**config.mk**
```make
export PLATFORM = sky130hd
export DESIGN_NAME = uart_tx_arbiter_flat
export DESIGN_NICKNAME = d
export VERILOG_FILES = /design/src/rtl/uart_pkg.sv /design/src/rtl/uart_tx_arbiter_if.sv /design/src/rtl/uart_tx_arbiter_rr_pick.sv /design/src/rtl/uart_tx_arbiter.sv /design/src/flat_wrapper.sv
export SDC_FILE = /design/constraint.sdc
export NUM_CORES = 1
export LEC_CHECK = 0
export ABC_AREA = 1
export ABC_CLOCK_PERIOD_IN_PS = 1990
export BUFFER_PORTS_ARGS = -buffer_cell sky130_fd_sc_hd__buf_4
export CELL_PAD_IN_SITES_DETAIL_PLACEMENT = 0
export CELL_PAD_IN_SITES_GLOBAL_PLACEMENT = 1
export CORE_MARGIN = 8
export CORE_UTILIZATION = 32
export DETAILED_ROUTE_END_ITERATION = 16
export PLACE_DENSITY = 0.85
export SLEW_MARGIN = 15
export SYNTH_ARGS = -nofsm -noshare
export SYNTH_HDL_FRONTEND = slang
export SYNTH_SLANG_ARGS = --single-unit
```
**constraint.sdc**
```tcl
create_clock -name clk -period 1.99 [get_ports clk]
set_input_delay 0.4975 -clock clk [delete_from_list [all_inputs] [get_ports clk]]
set_output_delay 0.4975 -clock clk [all_outputs]
set_load 0.1 [all_outputs]
```
**src/rtl/uart_pkg.sv**
```systemverilog
// Shared UART definitions: arbiter FSM state encoding, default send-start
// timeout, board baud/clock constants (also used by rx/xmit) and the
// round-robin pointer advance helper.
package uart_pkg;

    // Arbiter FSM states, 3-bit legacy-compatible encoding
    localparam logic [2:0] ST_IDLE       = 3'd0;
    localparam logic [2:0] ST_SEND       = 3'd1;
    localparam logic [2:0] ST_WAIT_START = 3'd2;
    localparam logic [2:0] ST_WAIT_DONE  = 3'd3;
    localparam logic [2:0] ST_HOLD       = 3'd4;

    // Cycles to wait for xmit busy before assuming the byte is in flight
    localparam int START_TIMEOUT_DEF = 32'sd4;

    // Board clocking shared with rx/xmit
    localparam int UART_BAUD     = 32'sd57600;
    localparam int UART_CLK_HZ   = 32'sd12_000_000;
    localparam int UART_BAUD_DIV = UART_CLK_HZ / UART_BAUD;

    // Next round-robin start position after requester idx releases
    function automatic int rr_next(input int idx, input int n);
        if (idx >= n - 32'sd1) begin
            return 32'sd0;
        end else begin
            return idx + 32'sd1;
        end
    endfunction

endpackage

```
**src/rtl/uart_tx_arbiter_if.sv**
```systemverilog
// Requester/transmitter handshake bundle for uart_tx_arbiter.
//   req, req_data, req_lock : requester byte lanes (lane i = bits 8i+7:8i)
//   req_ack, grant          : per-requester take pulse and current owner
//   tx_data, tx_send        : byte and strobe towards xmit
//   tx_busy                 : xmit busy
//   active                  : arbiter not idle
// master = requesters/xmit side, slave = arbiter side.
interface uart_tx_arbiter_if #(
    parameter int N = 4
);
    logic [N-1:0]   req;
    logic [8*N-1:0] req_data;
    logic [N-1:0]   req_lock;
    logic [N-1:0]   req_ack;
    logic [N-1:0]   grant;
    logic [7:0]     tx_data;
    logic           tx_send;
    logic           tx_busy;
    logic           active;

    modport master (
        output req, req_data, req_lock, tx_busy,
        input  req_ack, grant, tx_data, tx_send, active
    );

    modport slave (
        input  req, req_data, req_lock, tx_busy,
        output req_ack, grant, tx_data, tx_send, active
    );
endinterface

```
**src/rtl/uart_tx_arbiter_rr_pick.sv**
```systemverilog
// rr_pick: combinational N-way rotating-priority picker.
//   req     : request vector
//   ptr     : index holding highest priority this round
//   win     : one-hot winner (0 when no request)
//   win_idx : binary index of the winner (0 when no request)
module rr_pick #(
    parameter int N  = 4,
    parameter int PW = $clog2(N)
) (
    input  logic [N-1:0]  req,
    input  logic [PW-1:0] ptr,
    output logic [N-1:0]  win,
    output logic [PW-1:0] win_idx
);

    logic          found_s;
    logic [PW-1:0] pos_s;

    // Scan ptr, ptr+1, ... wrapping, and take the first requester found
    always_comb begin
        win     = '0;
        win_idx = '0;
        found_s = 1'b0;
        pos_s   = '0;
        for (int k = 0; k < N; k++) begin
            pos_s = PW'((int'(ptr) + k) % N);
            if (!found_s && req[pos_s]) begin
                found_s      = 1'b1;
                win[pos_s]   = 1'b1;
                win_idx      = pos_s;
            end else begin
                found_s = found_s;
            end
        end
    end

endmodule

```
**src/rtl/uart_tx_arbiter.sv**
```systemverilog
// uart_tx_arbiter: shares one UART transmitter among N byte requesters with
// round-robin arbitration and per-requester message lock.
//   clk   : system clock
//   reset : asynchronous active-high reset
//   bus   : requester lanes, acks/grant, xmit data/send/busy, active
module uart_tx_arbiter
    import uart_pkg::*;
#(
    parameter int N             = 4,
    parameter int START_TIMEOUT = START_TIMEOUT_DEF
) (
    input  logic             clk,
    input  logic             reset,
    uart_tx_arbiter_if.slave bus
);

    localparam int PW = $clog2(N);
    localparam int TW = $clog2(START_TIMEOUT + 1);
    localparam logic [TW-1:0] TO_LAST = TW'(START_TIMEOUT - 1);

    logic [2:0]    state_r,   state_s;
    logic [PW-1:0] ptr_r,     ptr_s;
    logic [PW-1:0] gidx_r,    gidx_s;
    logic [N-1:0]  grant_r,   grant_s;
    logic [7:0]    tx_data_r, tx_data_s;
    logic          tx_send_r, tx_send_s;
    logic [N-1:0]  req_ack_r, req_ack_s;
    logic          active_r,  active_s;
    logic [TW-1:0] to_cnt_r,  to_cnt_s;

    logic [N-1:0]  pick_win_s;
    logic [PW-1:0] pick_idx_s;
    logic [7:0]    pick_byte_s;
    logic [7:0]    g_byte_s;
    logic          g_req_s;
    logic          g_lock_s;

    rr_pick #(.N(N), .PW(PW)) u_pick (
        .req     (bus.req),
        .ptr     (ptr_r),
        .win     (pick_win_s),
        .win_idx (pick_idx_s)
    );

    // Only the arbitration winner's lane or the owner's lane is ever sampled
    assign pick_byte_s = bus.req_data[{pick_idx_s, 3'b000} +: 8];
    assign g_byte_s    = bus.req_data[{gidx_r, 3'b000} +: 8];
    assign g_req_s     = bus.req[gidx_r];
    assign g_lock_s    = bus.req_lock[gidx_r];

    // Next-state logic; send strobe and ack are armed on entry to SEND
    always_comb begin
        state_s   = state_r;
        ptr_s     = ptr_r;
        gidx_s    = gidx_r;
        grant_s   = grant_r;
        tx_data_s = tx_data_r;
        tx_send_s = 1'b0;
        req_ack_s = '0;
        to_cnt_s  = to_cnt_r;
        case (state_r)
            ST_IDLE: begin
                grant_s = '0;
                if (|bus.req) begin
                    state_s   = ST_SEND;
                    grant_s   = pick_win_s;
                    gidx_s    = pick_idx_s;
                    tx_data_s = pick_byte_s;
                    tx_send_s = 1'b1;
                    req_ack_s = pick_win_s;
                end else begin
                    state_s = ST_IDLE;
                end
            end
            ST_SEND: begin
                state_s  = ST_WAIT_START;
                to_cnt_s = '0;
            end
            ST_WAIT_START: begin
                // A silent xmit is assumed to have taken the byte after the timeout
                if (bus.tx_busy || (to_cnt_r == TO_LAST)) begin
                    state_s = ST_WAIT_DONE;
                end else begin
                    to_cnt_s = to_cnt_r + TW'(1'b1);
                end
            end
            ST_WAIT_DONE: begin
                if (bus.tx_busy) begin
                    state_s = ST_WAIT_DONE;
                end else if (g_lock_s && g_req_s) begin
                    state_s   = ST_SEND;
                    tx_data_s = g_byte_s;
                    tx_send_s = 1'b1;
                    req_ack_s = grant_r;
                end else if (g_lock_s) begin
                    state_s = ST_HOLD;
                end else begin
                    // Release: the pointer only moves here, never per byte
                    ptr_s   = PW'(rr_next(int'(gidx_r), N));
                    grant_s = '0;
                    state_s = ST_IDLE;
                end
            end
            ST_HOLD: begin
                if (g_req_s) begin
                    state_s   = ST_SEND;
                    tx_data_s = g_byte_s;
                    tx_send_s = 1'b1;
                    req_ack_s = grant_r;
                end else if (!g_lock_s) begin
                    ptr_s   = PW'(rr_next(int'(gidx_r), N));
                    grant_s = '0;
                    state_s = ST_IDLE;
                end else begin
                    state_s = ST_HOLD;
                end
            end
            default: begin
                state_s = ST_IDLE;
                grant_s = '0;
            end
        endcase
        active_s = (state_s != ST_IDLE);
    end

    // State and registered outputs
    always_ff @(posedge clk or posedge reset) begin
        if (reset) begin
            state_r   <= ST_IDLE;
            ptr_r     <= '0;
            gidx_r    <= '0;
            grant_r   <= '0;
            tx_data_r <= 8'h00;
            tx_send_r <= 1'b0;
            req_ack_r <= '0;
            active_r  <= 1'b0;
            to_cnt_r  <= '0;
        end else begin
            state_r   <= state_s;
            ptr_r     <= ptr_s;
            gidx_r    <= gidx_s;
            grant_r   <= grant_s;
            tx_data_r <= tx_data_s;
            tx_send_r <= tx_send_s;
            req_ack_r <= req_ack_s;
            active_r  <= active_s;
            to_cnt_r  <= to_cnt_s;
        end
    end

    assign bus.grant   = grant_r;
    assign bus.tx_data = tx_data_r;
    assign bus.tx_send = tx_send_r;
    assign bus.req_ack = req_ack_r;
    assign bus.active  = active_r;

endmodule

```
**src/flat_wrapper.sv**
```systemverilog
// flat-port wrapper written by rule: the top's interface ports become plain ports
module uart_tx_arbiter_flat import uart_pkg::*;
#(
    parameter int N             = 4,
    parameter int START_TIMEOUT = START_TIMEOUT_DEF
)
  (clk, reset, bus_req, bus_req_data, bus_req_lock, bus_tx_busy, bus_req_ack, bus_grant, bus_tx_data, bus_tx_send, bus_active);
  uart_tx_arbiter_if #(.N(N)) bus_i ();
  input  logic clk;
  input  logic reset;
  input wire logic [$bits(bus_i.req)-1:0] bus_req;
  input wire logic [$bits(bus_i.req_data)-1:0] bus_req_data;
  input wire logic [$bits(bus_i.req_lock)-1:0] bus_req_lock;
  input wire logic [$bits(bus_i.tx_busy)-1:0] bus_tx_busy;
  output wire logic [$bits(bus_i.req_ack)-1:0] bus_req_ack;
  output wire logic [$bits(bus_i.grant)-1:0] bus_grant;
  output wire logic [$bits(bus_i.tx_data)-1:0] bus_tx_data;
  output wire logic [$bits(bus_i.tx_send)-1:0] bus_tx_send;
  output wire logic [$bits(bus_i.active)-1:0] bus_active;
  assign bus_i.req = bus_req;
  assign bus_i.req_data = bus_req_data;
  assign bus_i.req_lock = bus_req_lock;
  assign bus_i.tx_busy = bus_tx_busy;
  assign bus_req_ack = bus_i.req_ack;
  assign bus_grant = bus_i.grant;
  assign bus_tx_data = bus_i.tx_data;
  assign bus_tx_send = bus_i.tx_send;
  assign bus_active = bus_i.active;
  uart_tx_arbiter #(.N(N), .START_TIMEOUT(START_TIMEOUT)) u_core (.clk(clk), .reset(reset), .bus(bus_i));
endmodule
```
# Word-level counts from Yosys, hierarchy flattened
# Cells that the tools add are included.
[totals] ff_bits=28 elab_cells=132
[op_classes] addsub=5 n_lt_le_gt_ge=10 n_eq_ne=12 n_shift=2 muxes=66 n_bitwise=4 n_reduce_logical=24
[ops] operator="$shiftx 32x6->8" count=2
[ops] operator="$mux 4" count=12
[ops] operator="$mux 8" count=4
[ops] operator="$pmux 8 s3" count=1
[ops] operator="$mux 1" count=18
[ops] operator="$mux 2" count=9
[ops] operator="$mux 3" count=6
[ops] operator="$pmux 4 s4" count=1
[ops] operator="$lt 2x3->1 const B" count=5
[ops] operator="$pmux 3 s5" count=1
[ops] operator="$bmux 1 s2" count=6
[ops] operator="$or 4x4->4" count=3
[ops] operator="$pmux 4 s3" count=1
[ops] operator="$eq 3x2->1 const B" count=3
[ops] operator="$demux 1 s2" count=4
[ops] operator="$ge 2x1->1 const B" count=4
[ops] operator="$logic_and 1x1->1" count=8
[ops] operator="$ne 2x2->1 const B" count=4
[ops] operator="$reduce_and 4->1" count=2
[ops] operator="$ne 2x1->1 const B" count=3
[ops] operator="$pmux 3 s2" count=1
[ops] operator="$reduce_bool 3->1" count=2
[ops] operator="$reduce_and 5->1" count=1
[ops] operator="$add 2x1->2 const B" count=2
[ops] operator="15 further kinds" count=20

# Longest topological paths before layout
# Gate-level depths: netlist of the first run.
[logic_depth] ltp_word=15 ltp_mapped=16 ltp_nobuf=16

# Cells and area by module
# Synthesis of the first run repeated with hierarchy kept, for this count alone.
[hier_totals] cells_unflattened=367 hier_area_um2=2486.1
[modules_own_cells] mod="uart_tx_arbiter" instances=1 cells_each=285 area_per_inst_um2=1970.6 seq_area_each_um2=700.7
[modules_own_cells] mod="rr_pick" instances=1 cells_each=82 area_per_inst_um2=515.5 seq_area_each_um2=0.0

# Least setup slack after synthesis of the first run
# Ideal clock, no wire load.
[synth_path] kind="register -> register" startpoint="reg u_core.ptr_r[0]" endpoint="reg u_core.tx_data_r[0] (netlist: u_core.bus.tx_data[0])" setup_time_ps=120 arrival_time_ps=2012 required_time_ps=1870 setup_slack_ps=-142 path_stages_with_launch=16 n_path_buf=0 period_less_slack_ps=2132 path_cell_list="dfrtp_1 -> inv_2 -> ha_1 -> inv_1 -> nand3_1 -> nand2_1 -> nor2_1 -> nor2_1 -> nand2_2 -> nand2_1 -> nand2_1 -> nand3_1 -> nand3_1 -> nand2_1 -> nand2_1 -> nand2_1"
[synth_via] elab_chain_len=15 elab_cells_between_ends=27
[synth_rtl] item="from (decl)" line_no="uart_tx_arbiter.sv:22" rtl="logic [PW-1:0] ptr_r, ptr_s;"
[synth_rtl] item="from (signal assigned)" line_no="uart_tx_arbiter.sv:140" rtl="ptr_r <= ptr_s;"
[synth_rtl] item="branches (longest 11 deep; another with $add 2x1->2)"
[synth_rtl] item="$mux 2 *" line_no="uart_tx_arbiter_rr_pick.sv:27" rtl="if (!found_s && req[pos_s]) begin"
[synth_rtl] item="$shiftx 32x6->8 *" line_no="uart_tx_arbiter.sv:46" rtl="assign pick_byte_s = bus.req_data[{pick_idx_s, 3'b000} +: 8];"
[synth_rtl] item="$mux 8 *" line_no="uart_tx_arbiter.sv:64" rtl="if (|bus.req) begin"
[synth_rtl] item="$pmux 8 s3 *" line_no="uart_tx_arbiter.sv:61" rtl="case (state_r)"
[synth_rtl] item="to (signal assigned)" line_no="uart_tx_arbiter.sv:143" rtl="tx_data_r <= tx_data_s;"
[synth_rtl] item="to (decl)" line_no="uart_tx_arbiter.sv:25" rtl="logic [7:0] tx_data_r, tx_data_s;"
# Mark *: on every way between the ends. The select of a mux whose other input is x is not followed.
# A chain may end at the register's enable or synchronous reset.

# Final worst setup path of the first run
[layout_path] startpoint="reg u_core.ptr_r[0]" endpoint="reg u_core.tx_data_r[4] (netlist: u_core.bus.tx_data[4])"
# Same word-level chain as after synthesis.

==> results of run 1 <==
## layer usage
| layer | vias up | part of all wire [%] | track usage [%] |
|---|---|---|---|
| met5 | - | 0 | 0 |
| met4 | 0 | 0.67 | 3.432 |
| met3 | 6 | 4.7 | 2.916 |
| met2 | 51 | 53 | 23.33 |
| met1 | 1128 | 42 | 16.38 |
| li1 | 1219 | - | - |
## worst max path at each step
| stage | start | end | slack [ns] |
|---|---|---|---|
| detailed placement | bus_req[2] | u_core.bus.tx_data[0]$_DFFE_PP0P_ | -0.08 |
| floorplan | u_core.ptr_r[0]$_DFFE_PP0P_ | u_core.bus.tx_data[0]$_DFFE_PP0P_ | 0.04 |
| finish | u_core.ptr_r[0]$_DFFE_PP0P_ | u_core.bus.tx_data[4]$_DFFE_PP0P_ | -0.04 |
| global route | u_core.ptr_r[0]$_DFFE_PP0P_ | u_core.bus.tx_data[4]$_DFFE_PP0P_ | -0.13 |
| CTS | u_core.ptr_r[0]$_DFFE_PP0P_ | u_core.bus.tx_data[3]$_DFFE_PP0P_ | -0.02 |
| global placement | bus_req[2] | u_core.bus.tx_data[2]$_DFFE_PP0P_ | -0.04 |
## cells in the final DEF, fill, tap and decap left out, drive strengths merged
cell	synthesis	routed
a31oi	1	1
bufinv	0	1
dfrtp	28	28
nand2	110	110
clkbuf	1	4
a22o	1	1
nor2	15	15
inv	66	66
ha	10	10
buf	2	94
nand4	2	2
nand3	62	62
nor4	1	1
nor3	4	4
a211oi	1	1
o2111ai	2	2
a21oi	3	3
o21ai	17	17
## per-stage QoR
| step | hold WS [ns] | util, % |
|---|---|---|
| finish | 0.2718 | 52.20 |
| global placement | 0.4676 | 44.95 |
| global route | 0.3062 | 52.20 |
| detailed placement | 0.4686 | 44.95 |
| floorplan | 0.4530 | - |
| CTS | 0.2836 | 48.14 |
## state kept, by name, summed over array words and instances, names as in the netlist
name                count
u_core.bus.active       1
u_core.bus.grant        4
u_core.state_r          3
u_core.to_cnt_r         3
u_core.bus.tx_send      1
u_core.ptr_r            2
u_core.bus.tx_data      8
u_core.gidx_r           2
u_core.bus.req_ack      4
## worst register-to-register path, cell delays in order, from the launching register on
cell	delay (ns)
dfrtp_2	0.41
inv_4	0.06
ha_4	0.30
inv_4	0.05
nand3_2	0.05
nand2_2	0.07
nor2_4	0.13
nand2_2	0.09
nand2_2	0.10
nand3_4	0.16
buf_12	0.19
nand3_2	0.06
nand3_1	0.10
nand2_2	0.09
nand2_1	0.05
nand2_1	0.07
## cells by family after synthesis
kind of cell	Yosys count	share of synthesized area [%]
AO/OA/AOI/OAI	25	6.691
adder cells (fa/ha/maj)	10	5.974
buffers and inverters	69	12.78
flip-flops	28	33.45
AND/OR/NAND/NOR	194	41.10
## timing repair
| action | in CTS | in global routing |
|---|---|---|
| gates cloned | 1 | 0 |
| resized for setup | 14 | 62 |
| setup endpoints to repair | 8 | 11 |
| setup buffers | 7 | 1 |
| hold buffers | 0 | 0 |
| pin swaps | 16 | 52 |
| endpoints found under the hold margin | 0 | 0 |
## final cells by class
| cell class | count | area, sq um |
|---|---|---|
| Fill cell | 600 | 3035 |
| Timing Repair Buffer | 95 | 767.0 |
| Clock inverter | 1 | 30.03 |
| Clock buffer | 3 | 41.29 |
| Inverter | 66 | 252.7 |
| Sequential cell | 28 | 703.2 |
| Tap cell | 77 | 96.34 |
| Multi-Input combinational cell | 229 | 1424 |
==> run summary, run 1 <==
max_cap viols -> 0
count leader, synth -> nand2_1
Root Driver -> clkbuf_8
placed insts -> 486
Mapped Cells -> 326
unrepaired setup endpoints after global routing -> yes
Main synth FF type -> dfrtp_1
outcome -> complete, but fails checks
row cnt -> 29
Critical Path, Cell by Cell -> inv_4, ha_4, inv_4, nand3_2, nand2_2, nor2_4, nand2_2, nand2_2, nand3_4, buf_12, nand3_2, nand3_1, nand2_2, nand2_1, nand2_1
relative slew slack -> 72.39%
Async SR Flop Fraction -> 100.0%
ant diodes -> 0
EDFF count, synth -> 0
Final Routed Wirelength -> 6.847 mm
Final ANT Viol Nets -> 0
routed via count -> 2,404
TritonRoute pass-1 iters -> 4
TNS Setup -> -0.07138 ns
Max Slew Vio Count -> 0
CP Class -> flip-flop to flip-flop
Critical Path Max Stage Delay -> 0.41 ns
Netlist cell types -> 24
GR Util All Layers -> 13.48%
register area share after synthesis -> 33.45%
HPWL Detailed -> 5.177 mm
clock tree buffer depth -> 2
gpl congestion -> 0.8443
Die Ht -> 96.91 um
Vias/cell -> 4.818
worst r2r path cells -> 15
Clock Sinks -> 28
critical path data arrival time -> 2.25 ns
CP max FO -> 5
first-pass GRT wire length -> 11.00 mm
Setup Viol. Count Final -> 4
most used cell, CP -> nand2_2
drt drc -> 0
non-filler cells, final -> 499
worst-skew pair later-pin latency -> 0.27 ns
Tcrit/Tclk final -> 101.9%
fin crit period -> 2.027 ns
Commonest cells post-synth -> nand2_1, inv_1, nand3_1
Synth area leaders -> dfrtp_1, nand2_1, nand3_1
synthesized area -> 0.002095 sq mm
Yosys reg bits -> 28
RR Startpoint -> u_core.ptr_r[0]$_DFFE_PP0P_
worst slew pin tran -> 0.4104 ns
gr ovfl total -> 0
Synth top area share -> 33.45%
die width -> 96.91 um
r2r setup slk -> -0.04 ns
H-tree Lvls -> 1
Clock transition at path regs -> 0.10 ns
CTS tree -> yes
Hold Path Class -> input port to async pin
Slowest cell on crit path -> dfrtp_2
Starting Density -> 32.99%
Buf/Inv on CP -> 3
Fin. Hold Viols -> 0
Setup WS pre-CTS -> -0.08429 ns
CTS Buf Count -> 3
Area Growth Syn to Fin -> 58.24%
Synth Net Count -> 379
share of layout cells above drive strength 1 -> 41.71%
Iteration-0 DRC Markers -> 93
Design Area, Final -> 0.003314 sq mm
violated checks -> setup timing
top-level port count -> 61
CP delay by family, top -> simple AND/OR/NAND/NOR gates
initial antenna violation count -> 0
final net count -> 476
post-synth top area cell -> dfrtp_1
reg-to-reg endpoint -> u_core.bus.tx_data[4]$_DFFE_PP0P_
Fmax achieved -> 0.4932 GHz
Crit path depth -> 15
crit start category -> flip-flop
setup ws final -> -0.03748 ns
number of global-route vias before repair -> 2,447
critical path required time -> 2.21 ns
endpoint type of the worst setup path -> flip-flop
dpl cell area -> 0.002854 sq mm
core area -> 0.006350 sq mm
largest net degree at the start of global routing -> 29
wire length per cell -> 13.72 um
syn_area_per_cell -> 6.425 sq um
die area -> 0.009391 sq mm
YS warnings -> 0
I/O Buffers -> 60
clock skew -> 0.004870 ns
Power of run 1 is not shown: default switching activity piles up to over one toggle a cycle in this logic, so the estimate is an artifact.
==> run 2, diff against run 1 <==
--- a/config.mk
+++ b/config.mk
@@ -11,10 +11,11 @@
 export CELL_PAD_IN_SITES_DETAIL_PLACEMENT = 0
 export CELL_PAD_IN_SITES_GLOBAL_PLACEMENT = 1
 export CORE_MARGIN = 8
-export CORE_UTILIZATION = 32
+export CORE_UTILIZATION = 34
 export DETAILED_ROUTE_END_ITERATION = 16
-export PLACE_DENSITY = 0.85
+export PLACE_DENSITY = 0.86
 export SLEW_MARGIN = 15
 export SYNTH_ARGS = -nofsm -noshare
 export SYNTH_HDL_FRONTEND = slang
+export SYNTH_HIERARCHICAL = 1
 export SYNTH_SLANG_ARGS = --single-unit
==> run 2 against run 1 <==
- the flow still finishes with violations (setup timing)
- synthesized cell count increased by 13%
- routed wire length grew 8.9%
- register-to-register slack got worse by 0.13 ns
- clock skew shrank 0.0012 ns
- hold slack improved by 0.0085 ns
- global-route usage up 0.97 points
- sequential share of layout area down 1.8 points
- cell area increased by 9.2%
- utilization down 1.7 points
- critical endpoint is now u_core/bus.tx_data[5]$_DFFE_PP0P_
==> run summary, run 2 <==
Async SR Flop Fraction -> 100.0% (unchanged)
die area -> 0.01030 sq mm (was 0.009391 sq mm)
Max Slew Vio Count -> 0 (unchanged)
Commonest cells post-synth -> nand2_1, nand3_1, inv_1 (was nand2_1, inv_1, nand3_1)
synthesized area -> 0.002486 sq mm (was 0.002095 sq mm)
met3 WL post-DR -> 456 um (was 319 um)
Hold-fix buffers, CTS -> 0 (unchanged)
Area Growth Syn to Fin -> 45.65% (was 58.24%)
drt drc -> 0 (unchanged)
gr ovfl total -> 0 (unchanged)
Setup Viol. Count Final -> 8 (was 4)
HPWL Detailed -> 5.653 mm (was 5.177 mm)
DR WL met2 -> 3.534 mm (was 3.604 mm)
Root Driver -> clkbuf_8 (unchanged)
Synth Net Count -> 418 (was 379)
CTS tree -> yes (unchanged)
worst-skew pair later-pin latency -> 0.28 ns (was 0.27 ns)
I/O Buffers -> 60 (unchanged)
Fin. Hold Viols -> 0 (unchanged)
die width -> 101.5 um (was 96.91 um)
Fmax achieved -> 0.4635 GHz (was 0.4932 GHz)
Vias/cell -> 4.728 (was 4.818)
relative slew slack -> 72.91% (was 72.39%)
TritonRoute pass-1 iters -> 4 (unchanged)
top-level port count -> 61 (unchanged)
Buf/Inv on CP -> 3 (unchanged)
ant diodes -> 0 (unchanged)
DRT met1 WL -> 3.415 mm (was 2.877 mm)
wire length per cell -> 13.36 um (was 13.72 um)
CTS Buf Count -> 3 (unchanged)
fillcell total -> 709 (was 600)
routed via count -> 2,638 (was 2,404)
gpl congestion -> 0.8381 (was 0.8443)
H-tree Lvls -> 1 (unchanged)
Synth area leaders -> dfrtp_1, nand2_1, nand3_1 (unchanged)
Clock transition at path regs -> 0.10 ns (about the same)
share of layout cells above drive strength 1 -> 40.09% (was 41.71%)
Die Ht -> 101.5 um (was 96.91 um)
Synth top area share -> 28.18% (was 33.45%)
syn_area_per_cell -> 6.774 sq um (was 6.425 sq um)
max reg flops -> 8 (unchanged)
Main synth FF type -> dfrtp_1 (unchanged)
Critical Path Max Stage Delay -> 0.46 ns (was 0.41 ns)
TNS Setup -> -1.193 ns (was -0.07138 ns)
Mapped Cells -> 367 (was 326)
most frequent cells in the layout -> nand2_1, buf_4, inv_1, nand3_1, nand3_2 (was buf_4, nand2_1, inv_1, nand3_2, nand3_1)
number of global-route vias before repair -> 2,557 (was 2,447)
outcome -> complete, but fails checks (unchanged)
Iteration-0 DRC Markers -> 85 (was 93)
critical path data arrival time -> 2.38 ns (was 2.25 ns)
unrepaired setup endpoints after global routing -> yes (unchanged)
critical path required time -> 2.21 ns (about the same)
violated checks -> setup timing (unchanged)
crit start category -> flip-flop (unchanged)
Hold Path Class -> input port to async pin (unchanged)
max layer used -> met4 (unchanged)
most used cell, CP -> nand2_1 (was nand2_2)
register area -> 703.2 sq um (unchanged)
Final Routed Wirelength -> 7.455 mm (was 6.847 mm)
YS warnings -> 6 (was 0)
clock skew -> 0.003706 ns (was 0.004870 ns)
Netlist cell types -> 28 (was 24)
Starting Density -> 34.65% (was 32.99%)
register area share after synthesis -> 28.18% (was 33.45%)
row cnt -> 31 (was 29)
CP delay by family, top -> simple AND/OR/NAND/NOR gates (unchanged)
max_cap viols -> 0 (unchanged)
fin crit period -> 2.158 ns (was 2.027 ns)
area of the multi-input gates -> 0.001714 sq mm (was 0.001424 sq mm)
Critical Path, Cell by Cell -> inv_8, ha_4, inv_4, nand3_2, nand2_2, nand3_2, nor2_4, nor2_2, nor2_2, buf_4, nand3_4, nand3_1, nand3_1, nand2_1, nand2_1, nand2_1 (was inv_4, ha_4, inv_4, nand3_2, nand2_2, nor2_4, nand2_2, nand2_2, nand3_4, buf_12, nand3_2, nand3_1, nand2_2, nand2_1, nand2_1)
clock tree buffer depth -> 2 (unchanged)
CP Class -> flip-flop to flip-flop (unchanged)
first-pass GRT wire length -> 12.13 mm (was 11.00 mm)
Clock Sinks -> 28 (unchanged)
Tcrit/Tclk final -> 108.4% (was 101.9%)
final net count -> 511 (was 476)
worst slew pin tran -> 0.4063 ns (was 0.4104 ns)
EDFF count, synth -> 0 (unchanged)
dpl cell area -> 0.003244 sq mm (was 0.002854 sq mm)
Final ANT Viol Nets -> 0 (unchanged)
Setup WS pre-CTS -> -0.2189 ns (was -0.08429 ns)
CP max FO -> 8 (was 5)
GR Util All Layers -> 14.45% (was 13.48%)
core area -> 0.007176 sq mm (was 0.006350 sq mm)
Slowest cell on crit path -> dfrtp_2 (unchanged)
endpoint type of the worst setup path -> flip-flop (unchanged)
Design Area, Final -> 0.003621 sq mm (was 0.003314 sq mm)
initial antenna violation count -> 0 (unchanged)
most common cell after layout, fill and taps aside -> nand2_1 (was buf_4)
count leader, synth -> nand2_1 (unchanged)
post-synth top area cell -> dfrtp_1 (unchanged)
largest net degree at the start of global routing -> 29 (unchanged)
setup ws final -> -0.1675 ns (was -0.03748 ns)
Yosys reg bits -> 28 (unchanged)
run 2: cell type report:
type / count / area share, %
well taps: 99 / 3.421
clock inverters: 1 / 0.8293
multi-input cells: 265 / 47.34
repair buffers: 92 / 19.97
inverters: 70 / 7.878
flip-flops and latches: 28 / 19.42
clock buffers: 3 / 1.140
run 2: metrics by stage:
step	cells	utilization, %	hold slack [ns]
after global placement	543	45.21	0.4675
after detailed placement	543	45.21	0.4682
after CTS	558	49.59	0.2862
after floorplan	367	-	0.4794
after global routing	558	50.46	0.3146
final	558	50.46	0.2803
run 2: tightest hold or removal path: cells and delay by family:
kind,cells,cell delay (ns)
buffers and inverters,3,0.48
run 2: final timing paths:
path                                                   start  slack [ns]  depth (start not counted)                                end
max in group asynchronous                              reset        1.41                          3        u_core/ptr_r[0]$_DFFE_PP0P_
max reg2reg                      u_core/ptr_r[0]$_DFFE_PP0P_       -0.17                         16  u_core/bus.tx_data[5]$_DFFE_PP0P_
min                                                    reset        0.28                          3       u_core/bus.tx_send$_DFF_PP0_
max                              u_core/ptr_r[0]$_DFFE_PP0P_       -0.17                         16  u_core/bus.tx_data[5]$_DFFE_PP0P_
min in group clk           u_core/bus.tx_data[3]$_DFFE_PP0P_        0.49                          2  u_core/bus.tx_data[3]$_DFFE_PP0P_
min reg2reg                u_core/bus.tx_data[3]$_DFFE_PP0P_        0.49                          2  u_core/bus.tx_data[3]$_DFFE_PP0P_
run 2: cell families (layout without fill, tap and decap cells):
logic type	Yosys count	after routing	synth area share (%)
compound gates	24	24	5.989
fa+ha+maj	8	8	4.026
buf+inv	74	166	13.19
flops	28	28	28.18
simple gates	233	233	48.62
run 2: layer usage:
| layer | up-vias | GRT usage [%] |
|---|---|---|
| met3 | 4 | 2.749 |
| li1 | 1350 | - |
| met5 | - | 0 |
| met4 | 0 | 2.978 |
| met2 | 68 | 23.89 |
| met1 | 1216 | 18.98 |
run 2: timing repair:
| action | 4_1_cts | 5_1_grt |
|---|---|---|
| gates cloned | 1 | 0 |
| resized for setup | 31 | 20 |
| pin swaps | 25 | 21 |
| buffers inserted | 10 | 2 |
| endpoints found under the hold margin | 0 | 0 |
| setup endpoints to repair | 8 | 16 |
Power of run 2 is left out for the same reason.
==> run 3, diff against run 2 <==
--- a/config.mk
+++ b/config.mk
@@ -13,6 +13,7 @@
 export CORE_MARGIN = 8
 export CORE_UTILIZATION = 34
 export DETAILED_ROUTE_END_ITERATION = 16
+export GPL_TIMING_DRIVEN = 0
 export PLACE_DENSITY = 0.86
 export SLEW_MARGIN = 15
 export SYNTH_ARGS = -nofsm -noshare
==> run 3 against run 2 <==
- non-clock buffer count fell by 13
- critical path type unchanged
- largest cell class unchanged
- worst setup slack got worse by 0.068 ns
- utilization fell by 2.8 points
- sequential cell count did not move
- register-to-register slack got worse by 0.07 ns
- the run still ends with setup timing left
==> run summary, run 3 (same netlist as run 2, synthesis figures left out) <==
gpl congestion -> 0.8356 (was 0.8381)
clock tree buffer depth -> 2 (unchanged)
worst-skew pair later-pin latency -> 0.27 ns (was 0.28 ns)
die area -> 0.01030 sq mm (unchanged)
Area Growth Syn to Fin -> 37.69% (was 45.65%)
unrepaired setup endpoints after global routing -> yes (unchanged)
Fmax achieved -> 0.4494 GHz (was 0.4635 GHz)
max reg flops -> 8 (unchanged)
CTS Buf Count -> 3 (unchanged)
row cnt -> 31 (unchanged)
largest net degree at the start of global routing -> 29 (unchanged)
die width -> 101.5 um (unchanged)
Hold Path Class -> input port to async pin (unchanged)
max_cap viols -> 0 (unchanged)
Buf/Inv on CP -> 5 (was 3)
CTS tree -> yes (unchanged)
fillcell total -> 729 (was 709)
core area -> 0.007176 sq mm (unchanged)
Vias/cell -> 4.721 (was 4.728)
setup ws final -> -0.2353 ns (was -0.1675 ns)
CP delay by family, top -> simple AND/OR/NAND/NOR gates (unchanged)
Hold-fix buffers, CTS -> 0 (unchanged)
top-level port count -> 61 (unchanged)
initial antenna violation count -> 0 (unchanged)
gr ovfl total -> 0 (unchanged)
clock skew -> 0.006922 ns (was 0.003706 ns)
relative slew slack -> 58.75% (was 72.91%)
Setup Viol. Count Final -> 8 (unchanged)
outcome -> complete, but fails checks (unchanged)
Die Ht -> 101.5 um (unchanged)
drt drc -> 0 (unchanged)
Setup WS pre-CTS -> -0.4451 ns (was -0.2189 ns)
Slowest cell on crit path -> dfrtp_1 (was dfrtp_2)
worst slew pin tran -> 0.6178 ns (was 0.4063 ns)
Iteration-0 DRC Markers -> 150 (was 85)
Tcrit/Tclk final -> 111.8% (was 108.4%)
number of global-route vias before repair -> 2,567 (was 2,557)
Clock Sinks -> 28 (unchanged)
Critical Path Max Stage Delay -> 0.41 ns (was 0.46 ns)
most frequent cells in the layout -> nand2_1, buf_4, nand3_1, inv_1, dfrtp_1 (was nand2_1, buf_4, inv_1, nand3_1, nand3_2)
crit start category -> flip-flop (unchanged)
I/O Buffers -> 60 (unchanged)
critical path data arrival time -> 2.44 ns (was 2.38 ns)
H-tree Lvls -> 1 (unchanged)
routed via count -> 2,573 (was 2,638)
Max Slew Vio Count -> 0 (unchanged)
fin crit period -> 2.225 ns (was 2.158 ns)
Critical Path, Cell by Cell -> buf_6, inv_8, ha_4, inv_4, nand3_1, nand2_1, nand2_2, nor2_2, nor2_1, nor2_2, inv_2, nand3_4, buf_6, nand2_8, nand2_1, nand3_1, nand2_1, nand2_1, nand2_1 (was inv_8, ha_4, inv_4, nand3_2, nand2_2, nand3_2, nor2_4, nor2_2, nor2_2, buf_4, nand3_4, nand3_1, nand3_1, nand2_1, nand2_1, nand2_1)
Clock transition at path regs -> 0.10 ns (about the same)
wire length per cell -> 12.97 um (was 13.36 um)
CP Class -> flip-flop to flip-flop (unchanged)
Final ANT Viol Nets -> 0 (unchanged)
most used cell, CP -> nand2_1 (unchanged)
TritonRoute pass-1 iters -> 4 (unchanged)
Fin. Hold Viols -> 0 (unchanged)
CP max FO -> 8 (unchanged)
HPWL Detailed -> 5.286 mm (was 5.653 mm)
most common cell after layout, fill and taps aside -> nand2_1 (unchanged)
Root Driver -> clkbuf_8 (unchanged)
first-pass GRT wire length -> 11.49 mm (was 12.13 mm)
violated checks -> setup timing (unchanged)
GR Util All Layers -> 13.53% (was 14.45%)
Final Routed Wirelength -> 7.066 mm (was 7.455 mm)
share of layout cells above drive strength 1 -> 33.41% (was 40.09%)
critical path required time -> 2.21 ns (about the same)
ant diodes -> 0 (unchanged)
Starting Density -> 34.65% (unchanged)
endpoint type of the worst setup path -> flip-flop (unchanged)
final net count -> 498 (was 511)
-- run 3: worst reg2reg max path: cells and delay by family (launching register included) --
family	cells	cell delay [ns]
buffers and inverters	5	0.47
adder cells (fa/ha/maj)	1	0.22
AND/OR/NAND/NOR	13	1.07
flip-flops	1	0.41
-- run 3: repair_timing --
action	in CTS	in global routing
resized for setup	18	10
setup buffers	16	0
gates cloned	1	0
setup endpoints to repair	8	8
pin swaps	10	0
-- run 3: final cells by class --
| cell class | count | area [sq um] | share of cell area [%] |
|---|---|---|---|
| Timing Repair Buffer | 76 | 594.3 | 17.36 |
| Multi-Input combinational cell | 265 | 1617 | 47.22 |
| Tap cell | 99 | 123.9 | 3.618 |
| Clock buffer | 3 | 41.29 | 1.206 |
| Clock inverter | 1 | 30.03 | 0.8772 |
| Inverter | 70 | 285.3 | 8.333 |
| Sequential cell | 28 | 701.9 | 20.50 |
| Buffer | 3 | 30.03 | 0.8772 |
-- run 3: worst paths after layout --
path,slack [ns],endpoint,startpoint,depth (start not counted)
worst min register to register,0.49,u_core/bus.tx_data[5]$_DFFE_PP0P_,u_core/bus.tx_data[5]$_DFFE_PP0P_,2
min in group clk,0.49,u_core/bus.tx_data[5]$_DFFE_PP0P_,u_core/bus.tx_data[5]$_DFFE_PP0P_,2
max in group asynchronous,1.25,u_core/ptr_r[1]$_DFFE_PP0P_,reset,2
worst max register to register,-0.24,u_core/bus.tx_data[3]$_DFFE_PP0P_,u_core/ptr_r[0]$_DFFE_PP0P_,19
worst min-delay path,0.29,u_core/state_r[2]$_DFF_PP0_,reset,2
worst max-delay path,-0.24,u_core/bus.tx_data[3]$_DFFE_PP0P_,u_core/ptr_r[0]$_DFFE_PP0P_,19
-- run 3: metal layers --
layer  GRT usage, %  share of wire, %  vias to the layer above
met4          2.062              0.61                        0
li1               -                 -                     1335
met1          17.58                47                     1162
met2          22.79                46                       72
met5              0                 0                        -
met3          2.749               6.8                        4
-- run 3: stage by stage --
| step | hold WS (ns) | setup TNS [ns] | cells | utilization (%) | cell area, sq um |
|---|---|---|---|---|---|
| 2_1_floorplan | 0.4794 | -0.7354 | 367 | - | 2532 |
| 3_3_place_gp | 0.4664 | -3.394 | 526 | 43.30 | 3107 |
| 3_5_place_dp | 0.4694 | -3.432 | 526 | 43.30 | 3107 |
| 4_1_cts | 0.4954 | -1.776 | 547 | 47.57 | 3413 |
| 5_1_grt | 0.3276 | -3.116 | 545 | 47.71 | 3423 |
| 6_report | 0.2932 | -1.646 | 545 | 47.71 | 3423 |
Power of run 3 is left out for the same reason.
